<file path="config.mk">
export PLATFORM = sky130hd
export DESIGN_NAME = keypad_operand_entry
export DESIGN_NICKNAME = d
export VERILOG_FILES = /design/src/rtl/keypad_entry_pkg.sv /design/src/rtl/keypad_operand_entry_key_debounce.sv /design/src/rtl/keypad_operand_entry.sv
export SDC_FILE = /design/constraint.sdc
export NUM_CORES = 1
export LEC_CHECK = 0
export ABC_AREA = 1
export CAP_MARGIN = 15
export CORE_ASPECT_RATIO = 1.5
export CORE_UTILIZATION = 52
export DETAILED_ROUTE_END_ITERATION = 8
export GPL_ROUTABILITY_DRIVEN = 0
export PLACE_DENSITY = 0.79
export RECOVER_POWER = 50
export SYNTH_ARGS = -nofsm -noshare
export SYNTH_HDL_FRONTEND = slang
export SYNTH_SLANG_ARGS = --single-unit
</file>
<file path="constraint.sdc">
create_clock -name clk -period 2 [get_ports clk]
set_clock_uncertainty 0.05 [all_clocks]
set_input_delay 0.3 -clock clk [delete_from_list [all_inputs] [get_ports clk]]
set_output_delay 0.3 -clock clk [all_outputs]
set_load 0.01 [all_outputs]
</file>
<file path="src/rtl/keypad_entry_pkg.sv">
// Shared FSM state codes, key codes and key classification helpers
// for the keypad operand entry block.
package keypad_entry_pkg;

    typedef enum logic [1:0] {
        ENTER_A = 2'd0,
        ENTER_B = 2'd1,
        DONE    = 2'd2
    } entry_state_t;

    localparam logic [1:0] ST_CODE_INVALID = 2'd3;

    localparam logic [3:0] KEY_PLUS   = 4'hA;
    localparam logic [3:0] KEY_MINUS  = 4'hB;
    localparam logic [3:0] KEY_CLEAR  = 4'hC;
    localparam logic [3:0] KEY_BACK   = 4'hD;
    localparam logic [3:0] KEY_EQUALS = 4'hE;
    localparam logic [3:0] KEY_NONE   = 4'hF;

    function automatic logic is_digit(input logic [3:0] k);
        return (k <= 4'h9);
    endfunction

    function automatic logic is_op(input logic [3:0] k);
        return (k == KEY_PLUS) || (k == KEY_MINUS);
    endfunction

endpackage

</file>
<file path="src/rtl/keypad_operand_entry_key_debounce.sv">
// Turns a held key into a single one-cycle strobe plus its code.
// KEYPAD_DEBOUNCE_EN selects a stable-count filter; otherwise a plain rising-edge detect.
module key_debounce #(
    parameter int DEBOUNCE = 16
) (
    input  logic       clk,
    input  logic       rst_n,
    input  logic [3:0] i_key_value,
    input  logic       i_key_valid,
    output logic       o_strobe,
    output logic [3:0] o_code
);

    logic       r_valid_q;
    logic       r_level;
    logic [3:0] r_code_q;
    logic       w_accept;

    // Reset treats the key as already down, so a key held through reset must be released first.
    always_ff @(posedge clk or negedge rst_n) begin
        if (!rst_n) begin
            r_valid_q <= 1'b1;
            r_code_q  <= 4'h0;
        end else begin
            r_valid_q <= i_key_valid;
            r_code_q  <= i_key_value;
        end
    end

`ifdef KEYPAD_DEBOUNCE_EN
    localparam int CW = (DEBOUNCE > 1) ? $clog2(DEBOUNCE) : 1;

    logic [CW-1:0] r_cnt;
    logic          w_settled;

    assign w_settled = (r_cnt == CW'(DEBOUNCE - 1));

    always_ff @(posedge clk or negedge rst_n) begin
        if (!rst_n) begin
            r_cnt   <= '0;
            r_level <= 1'b1;
        end else if (r_valid_q == r_level) begin
            r_cnt <= '0;
        end else if (w_settled) begin
            r_cnt   <= '0;
            r_level <= r_valid_q;
        end else begin
            r_cnt <= r_cnt + CW'(1);
        end
    end

    assign w_accept = r_valid_q & ~r_level & w_settled;
`else
    always_ff @(posedge clk or negedge rst_n) begin
        if (!rst_n) begin
            r_level <= 1'b1;
        end else begin
            r_level <= r_valid_q;
        end
    end

    assign w_accept = r_valid_q & ~r_level;
`endif

    assign o_strobe = w_accept;
    assign o_code   = r_code_q;

endmodule

</file>
<file path="src/rtl/keypad_operand_entry.sv">
// Hex keypad entry of two operands and an add/sub request; results update one clock after a key is accepted.
// Debounce filtering is enabled by defining KEYPAD_DEBOUNCE_EN.
module keypad_operand_entry
    import keypad_entry_pkg::*;
#(
    parameter int DIGITS   = 4,
    parameter int DEBOUNCE = 16
) (
    input  logic                  clk,
    input  logic                  reset,
    input  logic [3:0]            key_value,
    input  logic                  key_valid,
    output logic [DIGITS*4-1:0]   operand_a,
    output logic [DIGITS*4-1:0]   operand_b,
    output logic                  sub,
    output logic                  go,
    output logic [DIGITS*4-1:0]   display,
    output logic [1:0]            entry_state
);

    localparam int W  = DIGITS * 4;
    localparam int CW = $clog2(DIGITS + 1);
    localparam logic [CW-1:0] FULL = CW'(DIGITS);

    logic          w_strobe;
    logic [3:0]    w_code;
    logic          w_digit;
    logic          w_op;
    logic [W-1:0]  w_nib;

    entry_state_t  r_state;
    logic [W-1:0]  r_op_a;
    logic [W-1:0]  r_op_b;
    logic [CW-1:0] r_cnt_a;
    logic [CW-1:0] r_cnt_b;
    logic          r_sub;
    logic          r_go;

    key_debounce #(
        .DEBOUNCE    (DEBOUNCE)
    ) u_key_debounce (
        .clk         (clk),
        .rst_n       (reset),
        .i_key_value (key_value),
        .i_key_valid (key_valid),
        .o_strobe    (w_strobe),
        .o_code      (w_code)
    );

    assign w_digit = is_digit(w_code);
    assign w_op    = is_op(w_code);
    assign w_nib   = W'(w_code);

    always_ff @(posedge clk or negedge reset) begin
        if (!reset) begin
            r_state <= ENTER_A;
            r_op_a  <= '0;
            r_op_b  <= '0;
            r_cnt_a <= '0;
            r_cnt_b <= '0;
            r_sub   <= 1'b0;
            r_go    <= 1'b0;
        end else begin
            r_go <= 1'b0;
            if (w_strobe && w_code == KEY_CLEAR) begin
                r_state <= ENTER_A;
                r_op_a  <= '0;
                r_op_b  <= '0;
                r_cnt_a <= '0;
                r_cnt_b <= '0;
                r_sub   <= 1'b0;
            end else begin
                case (r_state)
                    ENTER_A: if (w_strobe) begin
                        if (w_digit && r_cnt_a != FULL) begin
                            r_op_a  <= (r_op_a << 4) | w_nib;
                            r_cnt_a <= r_cnt_a + CW'(1);
                        end else if (w_code == KEY_BACK && r_cnt_a != '0) begin
                            r_op_a  <= r_op_a >> 4;
                            r_cnt_a <= r_cnt_a - CW'(1);
                        end else if (w_op) begin
                            r_sub   <= (w_code == KEY_MINUS);
                            r_op_b  <= '0;
                            r_cnt_b <= '0;
                            r_state <= ENTER_B;
                        end
                    end
                    ENTER_B: if (w_strobe) begin
                        if (w_digit && r_cnt_b != FULL) begin
                            r_op_b  <= (r_op_b << 4) | w_nib;
                            r_cnt_b <= r_cnt_b + CW'(1);
                        end else if (w_code == KEY_BACK && r_cnt_b != '0) begin
                            r_op_b  <= r_op_b >> 4;
                            r_cnt_b <= r_cnt_b - CW'(1);
                        end else if (w_op) begin
                            r_sub <= (w_code == KEY_MINUS);
                        end else if (w_code == KEY_EQUALS) begin
                            r_go    <= 1'b1;
                            r_state <= DONE;
                        end
                    end
                    // A digit after a result starts a fresh calculation; an operator chains on operand_a.
                    DONE: if (w_strobe) begin
                        if (w_digit) begin
                            r_op_a  <= w_nib;
                            r_cnt_a <= CW'(1);
                            r_op_b  <= '0;
                            r_cnt_b <= '0;
                            r_state <= ENTER_A;
                        end else if (w_op) begin
                            r_sub   <= (w_code == KEY_MINUS);
                            r_op_b  <= '0;
                            r_cnt_b <= '0;
                            r_state <= ENTER_B;
                        end
                    end
                    default: r_state <= ENTER_A;
                endcase
            end
        end
    end

    assign operand_a   = r_op_a;
    assign operand_b   = r_op_b;
    assign sub         = r_sub;
    assign go          = r_go;
    assign display     = (r_state == ENTER_A) ? r_op_a : r_op_b;
    assign entry_state = r_state;

endmodule

</file>
# --- Word-level counts from Yosys, hierarchy flattened ---
# Cells that the tools add are included.
# Widths: inputs -> output; s select.
classes:
  n_addsub: 4
  n_lt_le_gt_ge: 1
  eq_ne: 22
  mux: 68
  bitwise_logic: 4
  reduce_logical: 15
ops:
  columns: ["op", "n"]
  rows:
  - ["$mux 16", 17]
  - ["$mux 3", 16]
  - ["$pmux 16 s3", 1]
  - ["$ne 3x3->1 const B", 13]
  - ["$or 16x4->16", 2]
  - ["$pmux 16 s2", 1]
  - ["$mux 2", 12]
  - ["$eq 4x4->1 const B", 5]
  - ["$reduce_and 9->1", 2]
  - ["$mux 1", 17]
  - ["$pmux 3 s3", 1]
  - ["$reduce_bool 3->1", 3]
  - ["$ne 4x4->1 const B", 2]
  - ["$reduce_and 7->1", 1]
  - ["$add 3x1->3 const B", 2]
  - ["$pmux 2 s3", 1]
  - ["$pmux 3 s2", 1]
  - ["$sub 3x1->3 const B", 2]
  - ["$logic_and 1x1->1", 5]
  - ["$reduce_and 5->1", 1]
  - ["$le 4x4->1 const B", 1]
  - ["$reduce_bool 4->1", 1]
  - ["$pmux 1 s3", 1]
  - ["$eq 2x1->1 const B", 1]
  - ["other kinds (5)", 5]
word_totals:
  regBits: 48
  in_bits: 7
  out_inout_bits: 52
  wordCells: 124

# --- Logic depth before layout (Yosys ltp) ---
# Gate-level depths: netlist of run 1.
depth:
  word_depth: 8
  ltp_mapped: 13
  depth_no_buf: 12

# --- Cells and area by module ---
# A second synthesis of run 1 with hierarchy kept.
unflattened:
  hier_cells: 405
  hier_area_um2: 2881.5
by_module_without_submodules:
  columns: ["module", "instances", "cells_per_inst", "area_each_um2", "seq_area_each_um2"]
  rows:
  - ["keypad_operand_entry", 1, 397, 2718.9, 1051.0]
  - ["key_debounce", 1, 8, 162.7, 152.6]

# --- Least setup slack after synthesis of run 1 ---
# OpenSTA, ideal clock, no wires.
synth_path:
  kind: "register to register"
  start: "reg r_state[0] (netlist: entry_state[0])"
  end: "reg r_op_b[8] (netlist: operand_b[8])"
  setup_time_ns: 0.132
  t_arrival_ns: 1.690
  t_required_ns: 1.818
  path_slack_ns: 0.128
  stages_incl_launch_ff: 14
  n_path_buf: 3
  period_less_slack_ns: 1.872
  cell_sequence: "dfrtp_1 > inv_1 > ha_1 > buf_2 > inv_1 > nand2_1 > nand2_1 > nand2_1 > a21oi_2 > nand3_1 > buf_4 > buf_6 > nand2_1 > o21ai_1"
synth_via:
  elab_chain_len: 3
  elab_cells_between_ends: 13
  classes_between: "8 x eq/ne; 2 x mux; 3 x reduce/logical"
synth_rtl:
  columns: ["item", "line", "source"]
  rows:
  - ["from (decl)", "keypad_operand_entry.sv:31", "entry_state_t r_state;"]
  - ["from (signal assigned)", "keypad_operand_entry.sv:56", "r_state <= ENTER_A;"]
  - ["from (signal assigned)", "keypad_operand_entry.sv:66", "r_state <= ENTER_A;"]
  - ["from (signal assigned)", "keypad_operand_entry.sv:85", "r_state <= ENTER_B;"]
  - ["$eq 2x1->1, or another cell as far along", "keypad_operand_entry.sv:73", "case (r_state)"]
  - ["$ne 4x4->1 (no line), or another cell as far along", null, null]
  - ["$reduce_and 7->1 (no line) / $mux 16 (equally long branches)", null, null]
  - ["to (signal assigned)", "keypad_operand_entry.sv:90", "r_op_b <= (r_op_b << 4) | w_nib;"]
  - ["to (signal assigned)", "keypad_operand_entry.sv:93", "r_op_b <= r_op_b >> 4;"]
  - ["to (decl)", "keypad_operand_entry.sv:33", "logic [W-1:0] r_op_b;"]
# Several ways; a longest one is shown, not always the timed one.
# A chain may end at the register's enable or synchronous reset.

# --- Worst setup path after layout of run 1 ---
layout_path:
  start: "reg r_state[1] (netlist: entry_state[1])"
  end: "out display[1]"
layout_via:
  elab_chain_len: 2
layout_rtl:
  columns: ["item", "line", "source"]
  rows:
  - ["$logic_not 2->1", "keypad_operand_entry.sv:127", "assign display = (r_state == ENTER_A) ? r_op_a : r_op_b;"]
  - ["$mux 16", "keypad_operand_entry.sv:127", null]
  - ["to (decl)", "keypad_operand_entry.sv:17", "output logic [DIGITS*4-1:0] display,"]
# No other way between the ends.

==> results of run 1 <==
==> how the worst min path moves through the flow <==
stage / startpoint / slack [ps] / to
after floorplan: reset / -50 / entry_state[0]$_DFFE_PN0P_
after global placement: reset / 260 / r_cnt_b[0]$_DFFE_PN0P_
after detailed placement: reset / 270 / r_cnt_b[0]$_DFFE_PN0P_
after CTS: u_key_debounce.r_valid_q$_DFF_PN1_ / 330 / u_key_debounce.r_level$_DFF_PN1_
after global routing: u_key_debounce.r_valid_q$_DFF_PN1_ / 360 / u_key_debounce.r_level$_DFF_PN1_
final: u_key_debounce.r_valid_q$_DFF_PN1_ / 340 / u_key_debounce.r_level$_DFF_PN1_
==> cell families (layout without fill, tap and decap cells) <==
logic type | Yosys count | count (layout) | share of synthesized area (%)
flops | 48 | 48 | 39.7
buf+inv | 69 | 140 | 9.73
compound gates | 82 | 82 | 14.0
simple gates | 250 | 250 | 33.6
fa+ha+maj | 6 | 6 | 2.97
==> area by class of cell <==
cell class | count | area, sq um | area share (%)
inverters | 48 | 180 | 4.45
clock buffers | 7 | 76.3 | 1.88
clock inverters | 1 | 30.0 | 0.741
repair buffers | 84 | 865 | 21.3
well taps | 70 | 87.6 | 2.16
multi-input cells | 338 | 1610 | 39.7
flip-flops and latches | 48 | 1200 | 29.7
==> per-layer routing <==
metal	share of wire [%]	wire length (um)
met1	39	3460
met2	51	4490
met3	5.8	512
met4	4.3	381
met5	0	0
==> critical path, stage by stage (launching register included) <==
cell	delay (ps)
sky130_fd_sc_hd__dfrtp_1	380
sky130_fd_sc_hd__inv_2	60
sky130_fd_sc_hd__ha_4	190
sky130_fd_sc_hd__buf_12	150
sky130_fd_sc_hd__o21ai_0	210
sky130_fd_sc_hd__dlygate4sd2_1	300
==> flip-flops by register name (all words and copies together) (netlist names) <==
signal,cells
operand_a,16
operand_b,16
u_key_debounce.o_code,4
r_cnt_a,3
r_cnt_b,3
entry_state,2
go,1
sub,1
u_key_debounce.r_level,1
u_key_debounce.r_valid_q,1
==> synthesized netlist by cell type (all sizes together) <==
master  number  area (sq um)
a21oi        9          48.8
a31oi        1          6.26
buf         13          85.1
clkbuf       8          30.0
dfrtp       46          1150
dfstp        2          52.6
fa           2          40.0
ha           4          50.1
inv         48           180
nand2      183           692
nand3       48           245
nand3b       1          7.51
nand4        2          12.5
nor2        15          58.8
nor3         1          5.00
o21a         1          7.51
o21ai       71           363
==> metrics by stage <==
step | util (%) | cells | setup TNS [ps]
CTS | 70.9 | 589 | -12.6
finish | 73.2 | 596 | 0
floorplan | - | 455 | 0
global placement | 67.8 | 578 | 0
detailed placement | 67.8 | 578 | -22.2
global route | 73.2 | 596 | 0
==> timing repair <==
action	CTS	global route
pin swaps	0	3
gates cloned	1	4
gates resized for setup	37	33
buffers inserted	1	3
endpoints found under the hold margin	21	0
endpoints found under the setup margin	16	51
hold buffers	1	0
==> power groups by stage <==
stage | registers, mW | logic, mW | clock network [mW]
floorplan | 1.74 | 2.04 | 0
global placement | 1.70 | 3.54 | 0
detailed placement | 1.70 | 3.61 | 0
CTS | 1.68 | 3.73 | 0.713
global route | 1.74 | 4.49 | 0.761
finish | 1.69 | 4.10 | 0.706
==> impl_summary.log, run 1 <==
[metrics] dpl cell area: 0.00375 sq mm
[metrics] largest net degree at the start of global routing: 39
[metrics] # rows: 33
[metrics] CP Capture Type: primary output
[metrics] run status: completed
[metrics] unrepaired setup endpoints after global routing: false
[metrics] Final Cell Area: 0.00405 sq mm
[metrics] share of total power in sequential cells: 26.0%
[metrics] Setup Viol. Count Final: 0
[metrics] DRT Pass-1 Iters: 5
[metrics] cell count after synthesis: 455
[metrics] insertion delay to the later sink of the worst-skew pair: 310 ps
[metrics] core area: 0.00553 sq mm
[metrics] fraction of final layout cells sized beyond drive strength 1: 14.4%
[metrics] number of antenna diodes: 0
[metrics] signed area change from the synthesized netlist to the final layout: 33.5%
[metrics] worst endpoint data arrival time: 1590 ps
[metrics] net switching power of the design: 2.99 mW
[metrics] Total Nets Final: 538
[metrics] number of hold-slack violations in the final timing report: 0
[metrics] Gate power share: 63.1%
[metrics] Post-Syn Nets: 468
[metrics] most frequent cells in the layout: sky130_fd_sc_hd__nand2_1 (178), sky130_fd_sc_hd__nand3_1 (46), sky130_fd_sc_hd__dfrtp_1 (45)
[metrics] count of cell types in the netlist: 27
[metrics] number of inserted filler cells in the final layout: 465
[metrics] overall die width: 64.4 um
[metrics] most common library cell in the layout ignoring fill and taps: sky130_fd_sc_hd__nand2_1
[metrics] R2R depth: 11
[metrics] I/O pin count: 59
[metrics] Yosys Warn Count: 0
[metrics] largest buffer count on any clock path: 2
[metrics] Crit. Startpoint: entry_state[1]$_DFFE_PN0P_
[metrics] number of global-route vias before repair: 2999
[metrics] mean post-synth cell area: 6.67 sq um
[metrics] register clock-pin slew on the reported worst setup and hold paths: 80 ps
[metrics] FF+latch count, synth: 48
[metrics] time the final worst path needs with I/O delays and setup: 1940 ps
[metrics] final max-slew violation count: 0
[metrics] Max-Cap Viols: 0
[metrics] buffers added on ports: 58
[metrics] FF-to-FF Start: u_key_debounce.r_valid_q$_DFF_PN1_
[metrics] total number of vias: 3342
[metrics] Critical path destination: display[1]
[metrics] total CTS buffers: 5
[metrics] crit share post-route: 97.1%
[metrics] wire per inst: 14.8 um
[metrics] kind of critical path: flop to primary output
[metrics] Antenna Violating Nets Remaining: 0
[metrics] leakage component of the power: 2.00 nW
[metrics] worst vdd rail ir drop: 0.927 mV
[metrics] combined global-route utilization of all metal layers: 28.5%
[metrics] Starting Density: 54.9%
[metrics] met2 track demand over resource: 48.2%
[metrics] crit path setup slack, layout: 57.2 ps
[metrics] CTS tree: built
[metrics] internal power: 3.50 mW
[metrics] clk sinks: 48
[metrics] busiest layer in global routing: met2
[metrics] Hold Slack: 342 ps
[metrics] Overall Power: 6.49 mW
[metrics] CP Data Required Time: 1650 ps
[metrics] slew at the pin closest to its max-slew limit: 1350 ps
[metrics] final wirelength: 8850 um
[metrics] count of unresolved DRC violations after routing: 0
[metrics] Die H: 95.6 um
[metrics] CTS root buffer: sky130_fd_sc_hd__clkbuf_8
[metrics] worst r2r dst: entry_state[0]$_DFFE_PN0P_
[metrics] worst hold path class: flop to flop
[metrics] Max Clock Freq: 0.515 GHz
[metrics] pre-CTS worst setup slack: -22.2 ps
[metrics] first-pass GRT wire length: 13600 um
[metrics] proportion of synthesized chip area in sequential cells: 39.7%
[metrics] met1 capacity usage during global routing: 34.6%
[metrics] aggregate global routing overflow: 0
[metrics] Hold Path Depth: 0
[metrics] total power density per cell area: 1600 mW/mm^2
[metrics] initial antenna violation count: 0
[metrics] H-tree depth: 2
[metrics] Worst setup SP type: flop
[metrics] Max-Slew Margin vs Limit: 10.2%
[metrics] setup slack of the worst register-to-register path: 130 ps
[metrics] fraction of met3 tracks used by global routing: 3.95%
[metrics] power share of the clock group: 10.9%
[metrics] detailed-placement wirelength estimate: 6010 um
[metrics] netlist area before placement: 0.00304 sq mm
[metrics] largest fanout on the critical path: 19
[metrics] number of DRC markers in iteration 0: 260
[metrics] Vias/cell: 5.61
[metrics] switching part of the total power: 46.1%
[metrics] Die Area: 0.00615 sq mm
No activity file was read; power rests on OpenSTA's default activity.
==> run 2: changes to the inputs <==
--- a/config.mk
+++ b/config.mk
@@ -7,8 +7,11 @@
 export LEC_CHECK = 0
 export ABC_AREA = 1
 export CAP_MARGIN = 15
+export CELL_PAD_IN_SITES_DETAIL_PLACEMENT = 1
+export CELL_PAD_IN_SITES_GLOBAL_PLACEMENT = 2
 export CORE_ASPECT_RATIO = 1.5
-export CORE_UTILIZATION = 52
+export CORE_MARGIN = 2
+export CORE_UTILIZATION = 28
 export DETAILED_ROUTE_END_ITERATION = 8
 export GPL_ROUTABILITY_DRIVEN = 0
 export PLACE_DENSITY = 0.79
==> impl_summary.log, run 2 (synthesis gave the netlist of run 1 again) <==
[metrics] aggregate negative setup slack: 0 ps
[metrics] kind of critical path: flop to flop
[metrics] I/O pin count: 59
[metrics] CP Capture Type: flop
[metrics] total number of vias: 3270
[metrics] final max-slew violation count: 0
[metrics] first-pass GRT wire length: 17500 um
[metrics] most common library cell in the layout ignoring fill and taps: sky130_fd_sc_hd__nand2_1
[metrics] slew at the pin closest to its max-slew limit: 1240 ps
[metrics] CTS root buffer: sky130_fd_sc_hd__clkbuf_16
[metrics] core area: 0.0106 sq mm
[metrics] run status: completed
[metrics] CP Data Required Time: 2130 ps
[metrics] total power density per cell area: 1690 mW/mm^2
[metrics] crit share post-route: 94.9%
[metrics] Max Clock Freq: 0.527 GHz
[metrics] insertion delay to the later sink of the worst-skew pair: 290 ps
[metrics] wire per inst: 17.0 um
[metrics] buffers added on ports: 58
[metrics] worst hold path class: flop to flop
[metrics] leakage component of the power: 2.03 nW
[metrics] number of DRC markers in iteration 0: 184
[metrics] final wirelength: 11400 um
[metrics] detailed-placement wirelength estimate: 8120 um
[metrics] total CTS buffers: 5
[metrics] Die H: 132 um
[metrics] H-tree depth: 2
[metrics] count of unresolved DRC violations after routing: 0
[metrics] area of combinational cells with multiple inputs: 0.00161 sq mm
[metrics] number of global-route vias before repair: 3326
[metrics] Final Util: 39.9%
[metrics] Total Nets Final: 541
[metrics] most frequent cells in the layout: sky130_fd_sc_hd__nand2_1 (177), sky130_fd_sc_hd__nand3_1 (46), sky130_fd_sc_hd__dfrtp_1 (46)
[metrics] DRT Pass-1 Iters: 4
[metrics] time the final worst path needs with I/O delays and setup: 1900 ps
[metrics] largest fanout on the critical path: 7
[metrics] dpl cell area: 0.00386 sq mm
[metrics] most prevalent standard cell on the critical path: sky130_fd_sc_hd__nand2_2
[metrics] longest individual stage delay on the worst path: 390 ps
[metrics] combined global-route utilization of all metal layers: 19.3%
[metrics] Max-Cap Viols: 0
[metrics] number of hold-slack violations in the final timing report: 0
[metrics] largest buffer count on any clock path: 2
[metrics] Starting Density: 28.7%
[metrics] largest net degree at the start of global routing: 39
[metrics] Vias/cell: 4.87
[metrics] Antenna Violating Nets Remaining: 0
[metrics] aggregate global routing overflow: 0
[metrics] overall die width: 89.0 um
[metrics] fraction of final layout cells sized beyond drive strength 1: 15.9%
[metrics] Slowest cell on crit path: sky130_fd_sc_hd__dfrtp_1
[metrics] Final Cell Area: 0.00422 sq mm
[metrics] register clock-pin slew on the reported worst setup and hold paths: 70 ps
[metrics] # rows: 46
[metrics] Max-Slew Margin vs Limit: 17.6%
[metrics] Setup Viol. Count Final: 0
[metrics] signed area change from the synthesized netlist to the final layout: 39.1%
[metrics] worst vdd rail ir drop: 0.452 mV
[metrics] cell chain of the critical path: buf_4, ha_2, inv_2, nand2_2, nand2_2, nand2_4, a21oi_4, nand3_4, clkbuf_16, nand2_1, o21ai_1
[metrics] clk sinks: 48
[metrics] worst endpoint data arrival time: 2030 ps
[metrics] footprint of the flip-flops and latches: 0.00120 sq mm
[metrics] Die Area: 0.0117 sq mm
[metrics] number of inserted filler cells in the final layout: 1372
[metrics] number of antenna diodes: 0
[metrics] initial antenna violation count: 0
[metrics] Worst setup SP type: flop
[metrics] CTS tree: built
[run 2: layout make-up]
class | instances | area share, %
inverters | 48 | 4.42
multi-input cells | 338 | 38.2
well taps | 144 | 4.27
clock buffers | 5 | 2.96
flip-flops and latches | 48 | 28.5
repair buffers | 87 | 20.2
clock inverters | 2 | 1.42
[run 2: what timing repair did]
item | in CTS | in global routing
hold buffers | 1 | 0
gates cloned | 1 | 6
resized for setup | 40 | 46
setup buffers | 0 | 2
pin swaps | 0 | 3
endpoints found under the setup margin | 16 | 55
hold endpoints to repair | 17 | 0
[run 2: power by group]
part / internal (mW) / switching, mW
registers: 1.31 / 0.426
clock network: 0.711 / 0.395
logic: 1.87 / 2.42
total: 3.88 / 3.24
[run 2: layer usage]
layer / wire (um) / part of all wire, % / GRT usage, % / vias to the layer above
li1: - / - / - / 1595
met1: 4580 / 40 / 22.6 / 1587
met2: 6210 / 54 / 34.7 / 69
met3: 312 / 2.7 / 2.51 / 19
met4: 308 / 2.7 / 7.13 / 0
met5: 0 / 0 / 0 / -
[run 2: worst paths after layout]
check / start / to / slack [ps] / cells after the start
worst max-delay path: entry_state[1]$_DFFE_PN0P_ / operand_b[2]$_DFFE_PN0P_ / 100 / 11
worst min-delay path: u_key_debounce.r_valid_q$_DFF_PN1_ / u_key_debounce.r_level$_DFF_PN1_ / 330 / 0
worst max register to register: entry_state[1]$_DFFE_PN0P_ / operand_b[2]$_DFFE_PN0P_ / 100 / 11
worst min register to register: u_key_debounce.r_valid_q$_DFF_PN1_ / u_key_debounce.r_level$_DFF_PN1_ / 330 / 0
max in group asynchronous: reset / r_cnt_a[1]$_DFFE_PN0P_ / 390 / 3
min in group asynchronous: reset / operand_b[5]$_DFFE_PN0P_ / 740 / 2
[run 2: stage by stage]
| stage | instances | setup slack [ps] | hold slack [ps] | power (mW) |
|---|---|---|---|---|
| 5_1_grt | 672 | -22.8 | 345 | 7.72 |
| 6_report | 672 | 101 | 331 | 7.12 |
| 2_1_floorplan | 455 | 128 | -45.6 | 3.78 |
| 4_1_cts | 664 | -22.7 | 338 | 6.74 |
| 3_5_place_dp | 655 | -35.8 | 252 | 5.54 |
| 3_3_place_gp | 655 | -9.32 | 246 | 5.45 |
[run 2: worst max-delay path: cells and delay by family, from the launching register on]
family	cells	cell delay, ps
compound gates	2	200
fa+ha+maj	1	210
buf+inv	3	460
flops	1	390
simple gates	5	450
==> run 3: changes to the inputs <==
--- a/config.mk
+++ b/config.mk
@@ -7,11 +7,9 @@
 export LEC_CHECK = 0
 export ABC_AREA = 1
 export CAP_MARGIN = 15
-export CELL_PAD_IN_SITES_DETAIL_PLACEMENT = 1
-export CELL_PAD_IN_SITES_GLOBAL_PLACEMENT = 2
 export CORE_ASPECT_RATIO = 1.5
 export CORE_MARGIN = 2
-export CORE_UTILIZATION = 28
+export CORE_UTILIZATION = 52
 export DETAILED_ROUTE_END_ITERATION = 8
 export GPL_ROUTABILITY_DRIVEN = 0
 export PLACE_DENSITY = 0.79
==> impl_summary.log, run 3 (synthesis gave the netlist of run 1 again) <==
[metrics] final wirelength: 8960 um
[metrics] initial antenna violation count: 0
[metrics] aggregate negative setup slack: 0 ps
[metrics] # rows: 34
[metrics] number of hold-slack violations in the final timing report: 0
[metrics] Worst setup SP type: flop
[metrics] CTS tree: built
[metrics] unrepaired setup endpoints after global routing: true
[metrics] Max-Slew Margin vs Limit: 11.6%
[metrics] kind of critical path: flop to primary output
[metrics] I/O pin count: 59
[metrics] overall die width: 66.4 um
[metrics] Total Nets Final: 537
[metrics] Final Cell Area: 0.00410 sq mm
[metrics] CTS root buffer: sky130_fd_sc_hd__clkbuf_8
[metrics] signed area change from the synthesized netlist to the final layout: 35.0%
[metrics] placed insts: 580
[metrics] Antenna Violating Nets Remaining: 0
[metrics] core area: 0.00570 sq mm
[metrics] worst hold path class: flop to flop
[metrics] total power density per cell area: 1620 mW/mm^2
[metrics] clk sinks: 48
[metrics] register clock-pin slew on the reported worst setup and hold paths: 90 ps
[metrics] number of global-route vias before repair: 2935
[metrics] CP Capture Type: primary output
[metrics] largest fanout on the critical path: 19
[metrics] most frequent cells in the layout: sky130_fd_sc_hd__nand2_1 (177), sky130_fd_sc_hd__nand3_1 (46), sky130_fd_sc_hd__dfrtp_1 (46)
[metrics] Die Area: 0.00648 sq mm
[metrics] dpl cell area: 0.00377 sq mm
[metrics] Max Clock Freq: 0.515 GHz
[metrics] fraction of final layout cells sized beyond drive strength 1: 14.5%
[metrics] Max-Cap Viols: 0
[metrics] aggregate global routing overflow: 0
[metrics] run status: completed
[metrics] Starting Density: 53.2%
[metrics] largest buffer count on any clock path: 2
[metrics] H-tree depth: 2
[metrics] number of DRC markers in iteration 0: 342
[metrics] final max-slew violation count: 0
[metrics] DRT Pass-1 Iters: 5
[metrics] number of antenna diodes: 0
[metrics] buffers added on ports: 58
[metrics] total CTS buffers: 5
[metrics] Final Util: 71.9%
[metrics] CP Data Required Time: 1650 ps
[metrics] wire per inst: 15.0 um
[metrics] most common library cell in the layout ignoring fill and taps: sky130_fd_sc_hd__nand2_1
[metrics] worst vdd rail ir drop: 1.12 mV
[metrics] Die H: 97.6 um
[metrics] crit share post-route: 97.1%
[metrics] detailed-placement wirelength estimate: 6190 um
[metrics] worst endpoint data arrival time: 1590 ps
[metrics] count of unresolved DRC violations after routing: 0
[metrics] leakage component of the power: 2.00 nW
[metrics] slew at the pin closest to its max-slew limit: 1330 ps
[metrics] insertion delay to the later sink of the worst-skew pair: 310 ps
[metrics] Vias/cell: 5.55
[metrics] largest net degree at the start of global routing: 39
[metrics] combined global-route utilization of all metal layers: 27.3%
[metrics] final standard cell count with taps included and fillers excluded: 597
[metrics] first-pass GRT wire length: 13900 um
[metrics] total number of vias: 3312
[metrics] Hold Slack: 332 ps
[metrics] time the final worst path needs with I/O delays and setup: 1940 ps
[metrics] Setup Viol. Count Final: 0
-- run 3: cell count changes in the layout (fill, tap and decap cells not counted), moves of 4 or more --
cell / before / now
sky130_fd_sc_hd__buf_2: 6 / 1
sky130_fd_sc_hd__clkbuf_2: 9 / 1
sky130_fd_sc_hd__clkbuf_16: 8 / 3
sky130_fd_sc_hd__buf_4: 17 / 13
sky130_fd_sc_hd__clkdlybuf4s15_1: 0 / 4
sky130_fd_sc_hd__o21ai_1: 32 / 36
sky130_fd_sc_hd__o21ai_0: 37 / 30
sky130_fd_sc_hd__clkbuf_8: 0 / 5
sky130_fd_sc_hd__clkdlybuf4s15_2: 1 / 8
sky130_fd_sc_hd__o21ai_2: 1 / 5
-- run 3: final timing paths --
kind	from	depth (start not counted)	slack, ps	end
hold / removal	u_key_debounce.r_valid_q$_DFF_PN1_	0	330	u_key_debounce.r_level$_DFF_PN1_
min in group asynchronous	reset	2	750	r_cnt_b[0]$_DFFE_PN0P_
max in group asynchronous	reset	2	360	r_cnt_a[1]$_DFFE_PN0P_
hold reg to reg	u_key_debounce.r_valid_q$_DFF_PN1_	0	330	u_key_debounce.r_level$_DFF_PN1_
setup reg to reg	entry_state[1]$_DFFE_PN0P_	12	70	r_cnt_b[1]$_DFFE_PN0P_
setup / recovery	entry_state[0]$_DFFE_PN0P_	6	60	display[1]
-- run 3: worst max-delay path, stage by stage, from the launching register on --
cell and delay (ps):
sky130_fd_sc_hd__dfrtp_1 400, sky130_fd_sc_hd__inv_2 100, sky130_fd_sc_hd__ha_4 200, sky130_fd_sc_hd__buf_12 150, sky130_fd_sc_hd__nand2_1 60, sky130_fd_sc_hd__o21ai_1 110, sky130_fd_sc_hd__clkdlybuf4s15_1 260
-- run 3: routing by layer --
metal  GRT usage (%)  vias up  routed length [um]
li1                -     1587                   -
met1            35.5     1568                3560
met2            45.7      131                4680
met3            3.82       26                 431
met4            9.42        0                 291
met5               0        -                   0
-- run 3: cell type report --
| cell class | count | area (sq um) |
|---|---|---|
| Clock buffer | 5 | 68.8 |
| Multi-Input combinational cell | 338 | 1610 |
| Sequential cell | 48 | 1200 |
| Clock inverter | 3 | 42.5 |
| Tap cell | 72 | 90.1 |
| Timing Repair Buffer | 83 | 905 |
| Fill cell | 491 | 1600 |
| Inverter | 48 | 183 |
-- run 3: metrics by stage --
step                      setup slack (ps)  power [mW]
final                                 58.3        6.65
after global routing                 -20.0        7.12
after CTS                            -17.5        6.26
after detailed placement             -50.0        5.39
after global placement              -0.504        5.29
after floorplan                        128        3.78
-- run 3: repair_timing --
item	in CTS	in global routing
gates cloned	1	4
pin swaps	0	3
resized for setup	58	20
endpoints found under the hold margin	21	0
hold buffers	1	0
buffers inserted	1	2
endpoints found under the setup margin	27	48
-- run 3: power breakdown --
part	switching, mW	internal [mW]	leakage (nW)	total, mW
Sequential	0.401	1.30	0.633	1.70
Clock	0.354	0.371	0.0541	0.725
Combinational	2.32	1.90	1.31	4.22
